`config.mk`:
```
export PLATFORM = sky130hd
export DESIGN_NAME = key_event_decoder
export DESIGN_NICKNAME = d
export VERILOG_FILES = /design/src/rtl/key_event_decoder_pkg.sv /design/src/rtl/key_edge_detect.sv /design/src/rtl/key_event_decoder.sv
export SDC_FILE = /design/constraint.sdc
export NUM_CORES = 1
export LEC_CHECK = 0
export ABC_AREA = 1
export CAP_MARGIN = 20
export CORE_MARGIN = 5
export CORE_UTILIZATION = 45
export CTS_BUF_LIST = sky130_fd_sc_hd__clkbuf_16
export DETAILED_ROUTE_END_ITERATION = 6
export PLACE_DENSITY_LB_ADDON = 0.15
export SETUP_SLACK_MARGIN = 0.05
export SLEW_MARGIN = 20
export SYNTH_ARGS = -nofsm -noshare
export SYNTH_HDL_FRONTEND = slang
export SYNTH_SLANG_ARGS = --single-unit
```
`constraint.sdc`:
```
create_clock -name clk -period 2.3 [get_ports clk]
set_input_delay 0.23 -clock clk [delete_from_list [all_inputs] [get_ports clk]]
set_output_delay 0.23 -clock clk [all_outputs]
set_load 0.02 [all_outputs]
```
`src/rtl/key_event_decoder_pkg.sv`:
```
// Shared definitions for the debounced-key consumer path.
//   key_state_e  : decoder FSM states (idle, pressed, long-held)
//   CLK_HZ       : default system clock frequency
//   LONG_MS      : default long-press threshold in milliseconds
//   REPEAT_MS    : default auto-repeat period in milliseconds
//   ms_to_cycles : converts a duration in ms to clock cycles at a given clock rate
package key_event_decoder_pkg;

    typedef enum logic [1:0] {
        StIdle,
        StPress,
        StLong
    } key_state_e;

    localparam int unsigned CLK_HZ    = 50_000_000;
    localparam int unsigned LONG_MS   = 1000;
    localparam int unsigned REPEAT_MS = 200;

    function automatic int unsigned ms_to_cycles(input int unsigned clk_hz,
                                                 input int unsigned ms);
        longint unsigned cycles;
        // Widen before multiplying so large clock rates cannot overflow.
        cycles = (64'(clk_hz) * 64'(ms)) / 64'd1000;
        return 32'(cycles);
    endfunction

endpackage

```
`src/rtl/key_edge_detect.sv`:
```
// Press/release edge detector for a clean, clk-synchronous key level.
//   clk       : system clock
//   rst       : synchronous reset, active-low
//   key_level : debounced key level
//   pe        : combinational, high while key_level is pressed and was released last cycle
//   re        : combinational, high while key_level is released and was pressed last cycle
// The history register resets to the released level, so a key held through reset
// shows up as a press edge in the first cycle after reset.
module key_edge_detect #(
    parameter logic PRESS_LEVEL = 1'b0
) (
    input  logic clk,
    input  logic rst,
    input  logic key_level,
    output logic pe,
    output logic re
);

    logic key_prev_q;

    always_ff @(posedge clk) begin
        if (!rst) begin
            key_prev_q <= ~PRESS_LEVEL;
        end else begin
            key_prev_q <= key_level;
        end
    end

    assign pe = (key_level == PRESS_LEVEL) && (key_prev_q != PRESS_LEVEL);
    assign re = (key_level != PRESS_LEVEL) && (key_prev_q == PRESS_LEVEL);

endmodule

```
`src/rtl/key_event_decoder.sv`:
```
// Decodes a debounced key level into single-cycle event flags.
//   clk          : system clock
//   rst          : synchronous reset, active-low
//   key_level    : debounced key level, synchronous to clk
//   key_pressed  : registered level, high while the decoder is in the pressed or long state
//   press_flag   : 1-cycle pulse after a press edge
//   release_flag : 1-cycle pulse after a release edge
//   short_flag   : 1-cycle pulse with release_flag when released before the long threshold
//   long_flag    : 1-cycle pulse LONG_CYCLES cycles after press_flag
//   repeat_flag  : 1-cycle pulse every REPEAT_CYCLES while long-held (if REPEAT_EN)
// All flags are registered: they appear one cycle after the edge that sampled the condition.
module key_event_decoder
    import key_event_decoder_pkg::*;
#(
    parameter logic        PRESS_LEVEL   = 1'b0,
    parameter int unsigned LONG_CYCLES   = ms_to_cycles(CLK_HZ, LONG_MS),
    parameter int unsigned REPEAT_CYCLES = ms_to_cycles(CLK_HZ, REPEAT_MS),
    parameter bit          REPEAT_EN     = 1'b1
) (
    input  logic clk,
    input  logic rst,
    input  logic key_level,
    output logic key_pressed,
    output logic press_flag,
    output logic release_flag,
    output logic short_flag,
    output logic long_flag,
    output logic repeat_flag
);

    localparam int unsigned HoldW = $clog2(LONG_CYCLES);
    localparam int unsigned RepW  = $clog2(REPEAT_CYCLES);

    // hold_cnt reads 0 in the press_flag cycle and advances once per cycle, so reaching
    // LONG_CYCLES-1 places long_flag exactly LONG_CYCLES cycles after press_flag.
    localparam logic [HoldW-1:0] HoldLast = HoldW'(LONG_CYCLES - 1);
    localparam logic [RepW-1:0]  RepLast  = RepW'(REPEAT_CYCLES - 1);

    logic pe;
    logic re;

    key_edge_detect #(
        .PRESS_LEVEL (PRESS_LEVEL)
    ) u_edge (
        .clk       (clk),
        .rst       (rst),
        .key_level (key_level),
        .pe        (pe),
        .re        (re)
    );

    key_state_e       state_q, state_d;
    logic [HoldW-1:0] hold_cnt_q, hold_cnt_d;
    logic [RepW-1:0]  rep_cnt_q, rep_cnt_d;
    logic             pressed_q, pressed_d;
    logic             press_q, press_d;
    logic             release_q, release_d;
    logic             short_q, short_d;
    logic             long_q, long_d;
    logic             repeat_q, repeat_d;

    always_comb begin
        state_d    = state_q;
        hold_cnt_d = hold_cnt_q;
        rep_cnt_d  = rep_cnt_q;
        press_d    = 1'b0;
        release_d  = 1'b0;
        short_d    = 1'b0;
        long_d     = 1'b0;
        repeat_d   = 1'b0;

        unique case (state_q)
            StIdle: begin
                if (pe) begin
                    press_d    = 1'b1;
                    hold_cnt_d = '0;
                    state_d    = StPress;
                end
            end
            StPress: begin
                // Release wins over the terminal count in the same cycle.
                if (re) begin
                    release_d = 1'b1;
                    short_d   = 1'b1;
                    state_d   = StIdle;
                end else if (hold_cnt_q == HoldLast) begin
                    long_d    = 1'b1;
                    rep_cnt_d = '0;
                    state_d   = StLong;
                end else begin
                    hold_cnt_d = hold_cnt_q + HoldW'(1);
                end
            end
            StLong: begin
                if (re) begin
                    release_d = 1'b1;
                    state_d   = StIdle;
                end else if (rep_cnt_q == RepLast) begin
                    repeat_d  = REPEAT_EN;
                    rep_cnt_d = '0;
                end else begin
                    rep_cnt_d = rep_cnt_q + RepW'(1);
                end
            end
            default: begin
                state_d = StIdle;
            end
        endcase

        pressed_d = (state_d != StIdle);
    end

    always_ff @(posedge clk) begin
        if (!rst) begin
            state_q    <= StIdle;
            hold_cnt_q <= '0;
            rep_cnt_q  <= '0;
            pressed_q  <= 1'b0;
            press_q    <= 1'b0;
            release_q  <= 1'b0;
            short_q    <= 1'b0;
            long_q     <= 1'b0;
            repeat_q   <= 1'b0;
        end else begin
            state_q    <= state_d;
            hold_cnt_q <= hold_cnt_d;
            rep_cnt_q  <= rep_cnt_d;
            pressed_q  <= pressed_d;
            press_q    <= press_d;
            release_q  <= release_d;
            short_q    <= short_d;
            long_q     <= long_d;
            repeat_q   <= repeat_d;
        end
    end

    assign key_pressed  = pressed_q;
    assign press_flag   = press_q;
    assign release_flag = release_q;
    assign short_flag   = short_q;
    assign long_flag    = long_q;
    assign repeat_flag  = repeat_q;

endmodule

```
* After elaboration in Yosys (flattened, before gate mapping)
Index checks and enable logic that the tools add are counted.
** Cells by class
- Add/sub/neg operators :: 2
- Divide/modulo/power cells :: 0
- $lt $le $gt $ge :: 0
- Reductions and logical operators :: 14
- $mul :: 0
- Muxes and demuxes :: 18
- Shift-type cells :: 0
- Eq/ne operators :: 9
- Bitwise operators :: 5
** Operator list (number)
- two-way mux 24 bit :: 4
- two-way mux 26 bit :: 3
- one-hot mux 26 bit (2 select lines) :: 1
- one-hot mux 24 bit (2 select lines) :: 1
- adder 26 x 1 -> 26 bit (second input constant) :: 1
- equality test 26 bit (second input constant) :: 1
- adder 24 x 1 -> 24 bit (second input constant) :: 1
- equality test 24 bit (second input constant) :: 1
- inequality test 2 bit (second input constant) :: 5
- two-way mux 2 bit :: 4
- AND reduction 4 bit :: 2
- one-hot mux 2 bit (3 select lines) :: 1
- AND reduction 2 bit :: 3
- nonzero test 2 bit :: 3
- OR reduction 3 bit :: 2
- NOT 1 bit :: 5
- two-way mux 1 bit :: 4
- equality test 2 x 1 -> 1 bit (second input constant) :: 1
- equality test 2 bit (second input constant) :: 1
- logical AND 1 bit :: 2
- zero test 2 bit :: 1
- OR reduction 2 bit :: 1
** Storage, ports and cells
- Output and inout bits :: 6
- Bits in latches :: 0
- ROM bits :: 0
- Bits in writable memories :: 0
- Register bits :: 59
- Logic and storage cells :: 58
- Input port bits :: 3
- Memories :: 0

* Logic depth before layout (Yosys ltp)
- Depth after elaboration :: 5
- Depth in mapped cells :: 14
- Gate-level depth less buffers :: 14

* By module
A second synthesis with hierarchy kept.
** Second synthesis, totals
- Cell total of the unflattened synthesis :: 653
- Area total of the unflattened synthesis :: 4026.4 um^2
** By module, submodules not included
- key_event_decoder :: area an instance 3987.6 um^2, sequential area each 1161.1 um^2, cells an instance 647, times used 1
- key_edge_detect :: area an instance 38.8 um^2, sequential area each 20.0 um^2, cells an instance 6, times used 1

* Worst setup path before layout
OpenSTA, ideal clock, no wires.
- Path type :: register -> register
- Start point :: register hold_cnt_q[0]
- End point :: register rep_cnt_q[16]
- Setup time :: 0.132 ns
- Clock period less this slack :: 1.709 ns
- Cell stages (with the launch flop) :: 13
- Setup slack :: 0.591 ns
- Arrival :: 1.576 ns
- Cell sequence :: dfxtp_1 ha_1 nand2_1 nor2_2 nand2_1 nor2_2 nand2_1 nand2_1 nand2_1 buf_4 buf_6 nand2_1 a21oi_1
** On the way
- Cells in the longest elaborated chain, start to end :: 3
** RTL lines
- start: declaration :: line key_event_decoder.sv:53 : logic [HoldW-1:0] hold_cnt_q, hold_cnt_d;
- start signal: assignment :: line key_event_decoder.sv:126 : hold_cnt_q <= hold_cnt_d;
- equality test 26 bit :: line key_event_decoder.sv:86 : end else if (hold_cnt_q == HoldLast) begin
- inequality test 2 bit (no line)
- AND reduction 4 bit (no line)
- end signal: assignment :: line key_event_decoder.sv:127 : rep_cnt_q <= rep_cnt_d;
- end: declaration :: line key_event_decoder.sv:54 : logic [RepW-1:0] rep_cnt_q, rep_cnt_d;
Every way passes these cells.
A chain may end at the register's enable or synchronous reset.

* Final worst setup path
- Start point :: register rep_cnt_q[0]
- End point :: register rep_cnt_q[23]
** On the way
- Cells in the longest elaborated chain, start to end :: 4
- Elaborated cells between the ends (all ways) :: 5
** RTL lines
- adder 24 x 1 -> 24 bit or equality test 24 bit (tied branches) :: line key_event_decoder.sv:102, key_event_decoder.sv:98
- two-way mux 24 bit * :: line key_event_decoder.sv:98 : end else if (rep_cnt_q == RepLast) begin
- two-way mux 24 bit * :: line key_event_decoder.sv:95 : if (re) begin
- one-hot mux 24 bit (2 select lines) * :: line key_event_decoder.sv:72 : unique case (state_q)
Every way passes the cells marked *; elsewhere a longest branch is shown, timed or not. The select of a mux whose other input is x is not followed.

==> reports/results.txt <==
Once the clock tree was built, the resizer swapped 0 gates to a different size. At the placement stage, the worst setup path has a slack of 0.340 ns. The flow ran to the end, and the final reports show no timing, DRC or antenna violations.

The final layout contains 673 nets. Walking the worst path, the cells encountered are ha_1 -> nand3_1 -> nor3_1 -> nand3_1 -> nand3_1 -> nor2_1 -> nand2_1 -> a21oi_1. Entering global routing, the biggest net connects 31 pins. The analysis attributes to cell leakage a power of 1.55 nW. For the pin with the worst max-slew slack, the measured transition is 0.478 ns. Summing over every cut layer, the via total after detailed routing is 4008. Synthesis instantiated 30 different standard cells from the library. Among all stages on the critical path, the largest delay is contributed by sky130_fd_sc_hd__dfxtp_1. The effective utilization at floorplan came out at 46.2%. Max-slew violation count: 0. The final hold violation count was 0; the post-synthesis sequential area ratio was 31.0%.

The initial antenna violation count is 0. The routed design could run at a clock period as short as 1.96 ns. The longest clock path from root to sink contains 2 buffers. Counting flops and latches in the post-synthesis netlist gives 59.

The clock insertion delay at the later pin of the skew report came out at 0.32 ns. The number of clock sinks came out at 59. The path class of the tightest hold or removal check is flip-flop to flip-flop. The run gives 3820 um^2 as the area of the mapped netlist. The ratio of total power to cell area came out at 580 nW/um^2. Setup total negative slack on the finished layout was measured at 0 ns. The run gives 0 as the total of endpoints with negative setup slack in the final report.

The worst setup path is captured at a flip-flop. In the finished design, the share of the clock period the worst path needs comes to 85.2%. The worst setup path is launched from a flip-flop. Among all flip-flop cells after synthesis, the most frequent one is sky130_fd_sc_hd__dfxtp_1.

The routed design uses 412 um of met3 wire. The y dimension of the die was 102 um; the total number of placement rows was 33. Once placement finished, the instance area stood at 4030 um^2. The level count of the clock H-tree is 3. TritonCTS built the clock tree.

Dividing the detail-routed via count by the number of cells gives 5.19. The wire length per cell after detailed routing works out to 13.3 um. The share of cells above drive strength 1 came out at 5.85%. Setup slack closes at 0.340 ns. The global route total overflow was 0; the number of flip-flops under the largest register name was 26.

Fill cells in the final layout number 862. Counting every net in the synthesized netlist gives 658. In the synthesized netlist, the cells that appear most often are 183 x sky130_fd_sc_hd__nand2_1, 140 x sky130_fd_sc_hd__nor2_1, 71 x sky130_fd_sc_hd__inv_1. The routed metal-1 wire length is 4400 um. Number of inserted diodes: 0. The area added between synthesis and finish was 12.8%.

The clock transition at the register clock pins on the worst setup and hold paths after CTS works out to 0.05 ns. Yosys attributes the largest share of cell area to sky130_fd_sc_hd__dfxtp_1 31%, sky130_fd_sc_hd__nand2_1 18%, sky130_fd_sc_hd__nor2_1 14%. Counting flops per register, the top entry is hold_cnt_q. The post-CTS setup repair buffer count came out at 0.

The async set-reset flop share out of synthesis works out to 0%. The logs give 3779 for the number of global-route vias before repair and 2.16 ns for the arrival time at the worst endpoint. During placement, the flow inserted port buffers numbering 8. The cell count after synthesis was 649. The register-to-register setup slack is 0.34 ns, and the final-layout worst hold slack is 0.467 ns.

The highest ir drop seen on vdd came out at 0.446 mV. In this run the worst path has a maximum fanout of 8. The horizontal die dimension was 102 um; the area fraction of the dominant cell type after synthesis was 31.0%. The dominant cell type by area after synthesis was sky130_fd_sc_hd__dfxtp_1.

Summed over all layers, the routed wires come to 10300 um. The run gives 67.9% as the max-slew headroom at the worst pin. For this run, the slowest stage of the critical path takes 0.44 ns. Before antenna repair, the detailed router went through 5 iterations. The highest metal layer carrying signal wires in the routed design is met4.

Across the run, the number of max-cap violations was 0. Yosys mapped a number of flops with a built-in enable equal to 0. The run gives 510 MHz as the achievable frequency.

The detailed-route DRC error count came out at 0. The core region is 8260 um^2. The largest registers in the layout are hold_cnt_q: 26 flops, rep_cnt_q: 24 flops, state_q: 2 flops. The violation count after the first detailed-routing iteration was 206. Total non-filler cell area in the finished layout: 4310 um^2. Yosys instantiated no cell more often than sky130_fd_sc_hd__nand2_1.

The half-perimeter wire length of the detailed placement result was 7560 um; the per-instance average area after synthesis was 5.88 um^2. The critical path data required time is 2.50 ns, and the I/O pin count is 9. The root buffer cell chosen for the clock tree is sky130_fd_sc_hd__clkbuf_16.

Once detail routing completed, the nets flagged for antenna violations numbered 0. The overall track demand over capacity in global routing was 20.8%; the die footprint was 10400 um^2. The wire length of the first global-routing pass is 17200 um, and the post-route clock skew is 0.00436 ns.

The run gives 5130 um as the total met2 wirelength after detailed routing. In this run, post-CTS hold repair placed 0 buffers. Yosys printed 0 warnings. The most common cell type on the critical path is sky130_fd_sc_hd__nand3_1.

The tools report the last weighted congestion value of the routability-driven placer as 0.926. Buffers inserted during clock tree synthesis total 9. Setup repair after global routing left no endpoint under its margin. By startpoint and endpoint, the worst setup path is classified as flip-flop to flip-flop.
cell families (layout without fill, tap and decap cells):
logic type / after synthesis / in the layout / share of synthesized area, %
AND/OR/NAND/NOR: 441 / 441 / 48.8
buffers and inverters: 92 / 110 / 10.3
flip-flops: 59 / 59 / 31.0
AO/OA/AOI/OAI: 42 / 42 / 5.90
XOR/XNOR: 9 / 9 / 2.07
adder cells (fa/ha/maj): 6 / 6 / 1.97
worst max-delay path: cells and delay by family (launching register included):
family	cells	cell delay, ns
and+or+nand+nor	6	1.10
DFF	1	0.44
adders and majority gates	1	0.22
AOI/OAI and AO/OA	1	0.06
placed cells by master, fill, tap and decap left out, drive strengths merged:
master         instances
nand3                 64
nor3                  19
o21a                   1
clkinv                 3
dfxtp                 59
o21bai                 4
clkdlybuf4s50          8
nand2                184
or2                    2
nand3b                 1
ha                     6
a21oi                 24
inv                   75
nand4                 23
a21o                   1
nor4                   3
buf                   14
clkbuf                 9
xnor2                  2
nor2                 145
bufinv                 1
xor2                   7
o21ai                 12
per-layer routing:
layer	up-vias	global-route usage, %
li1	2086	-
met1	1790	24.3
met2	101	36.6
met3	31	3.34
met4	0	10.3
met5	-	0
layout make-up:
class / instances / area (um^2) / share of cell area, %
inverters: 74 / 280 / 6.51
well taps: 105 / 131 / 3.05
flip-flops and latches: 59 / 1180 / 27.4
clock buffers: 9 / 225 / 5.23
repair buffers: 22 / 198 / 4.59
clock inverters: 5 / 47.5 / 1.10
multi-input cells: 498 / 2240 / 52.1
worst paths after layout:
| kind | startpoint | endpoint | depth (start not counted) |
|---|---|---|---|
| setup / recovery | rep_cnt_q[0] | rep_cnt_q[23] | 8 |
| hold reg to reg | hold_cnt_q[2] | hold_cnt_q[2] | 2 |
| setup reg to reg | rep_cnt_q[0] | rep_cnt_q[23] | 8 |
| hold / removal | hold_cnt_q[2] | hold_cnt_q[2] | 2 |
through the flow:
stage	power [mW]	util, %	instances
finish	2.50	52.1	772
global route	2.60	52.1	772
CTS	2.52	52.1	772
detailed placement	1.25	48.8	758
global placement	1.24	48.8	758
floorplan	1.20	-	649
report_power, final:
group / switching [mW] / leakage [nW] / internal (mW)
logic: 0.137 / 0.933 / 0.0520
clock network: 0.460 / 0.140 / 0.814
registers: 0.00476 / 0.476 / 1.03
Note: power is estimated with default switching activity, not from simulation.
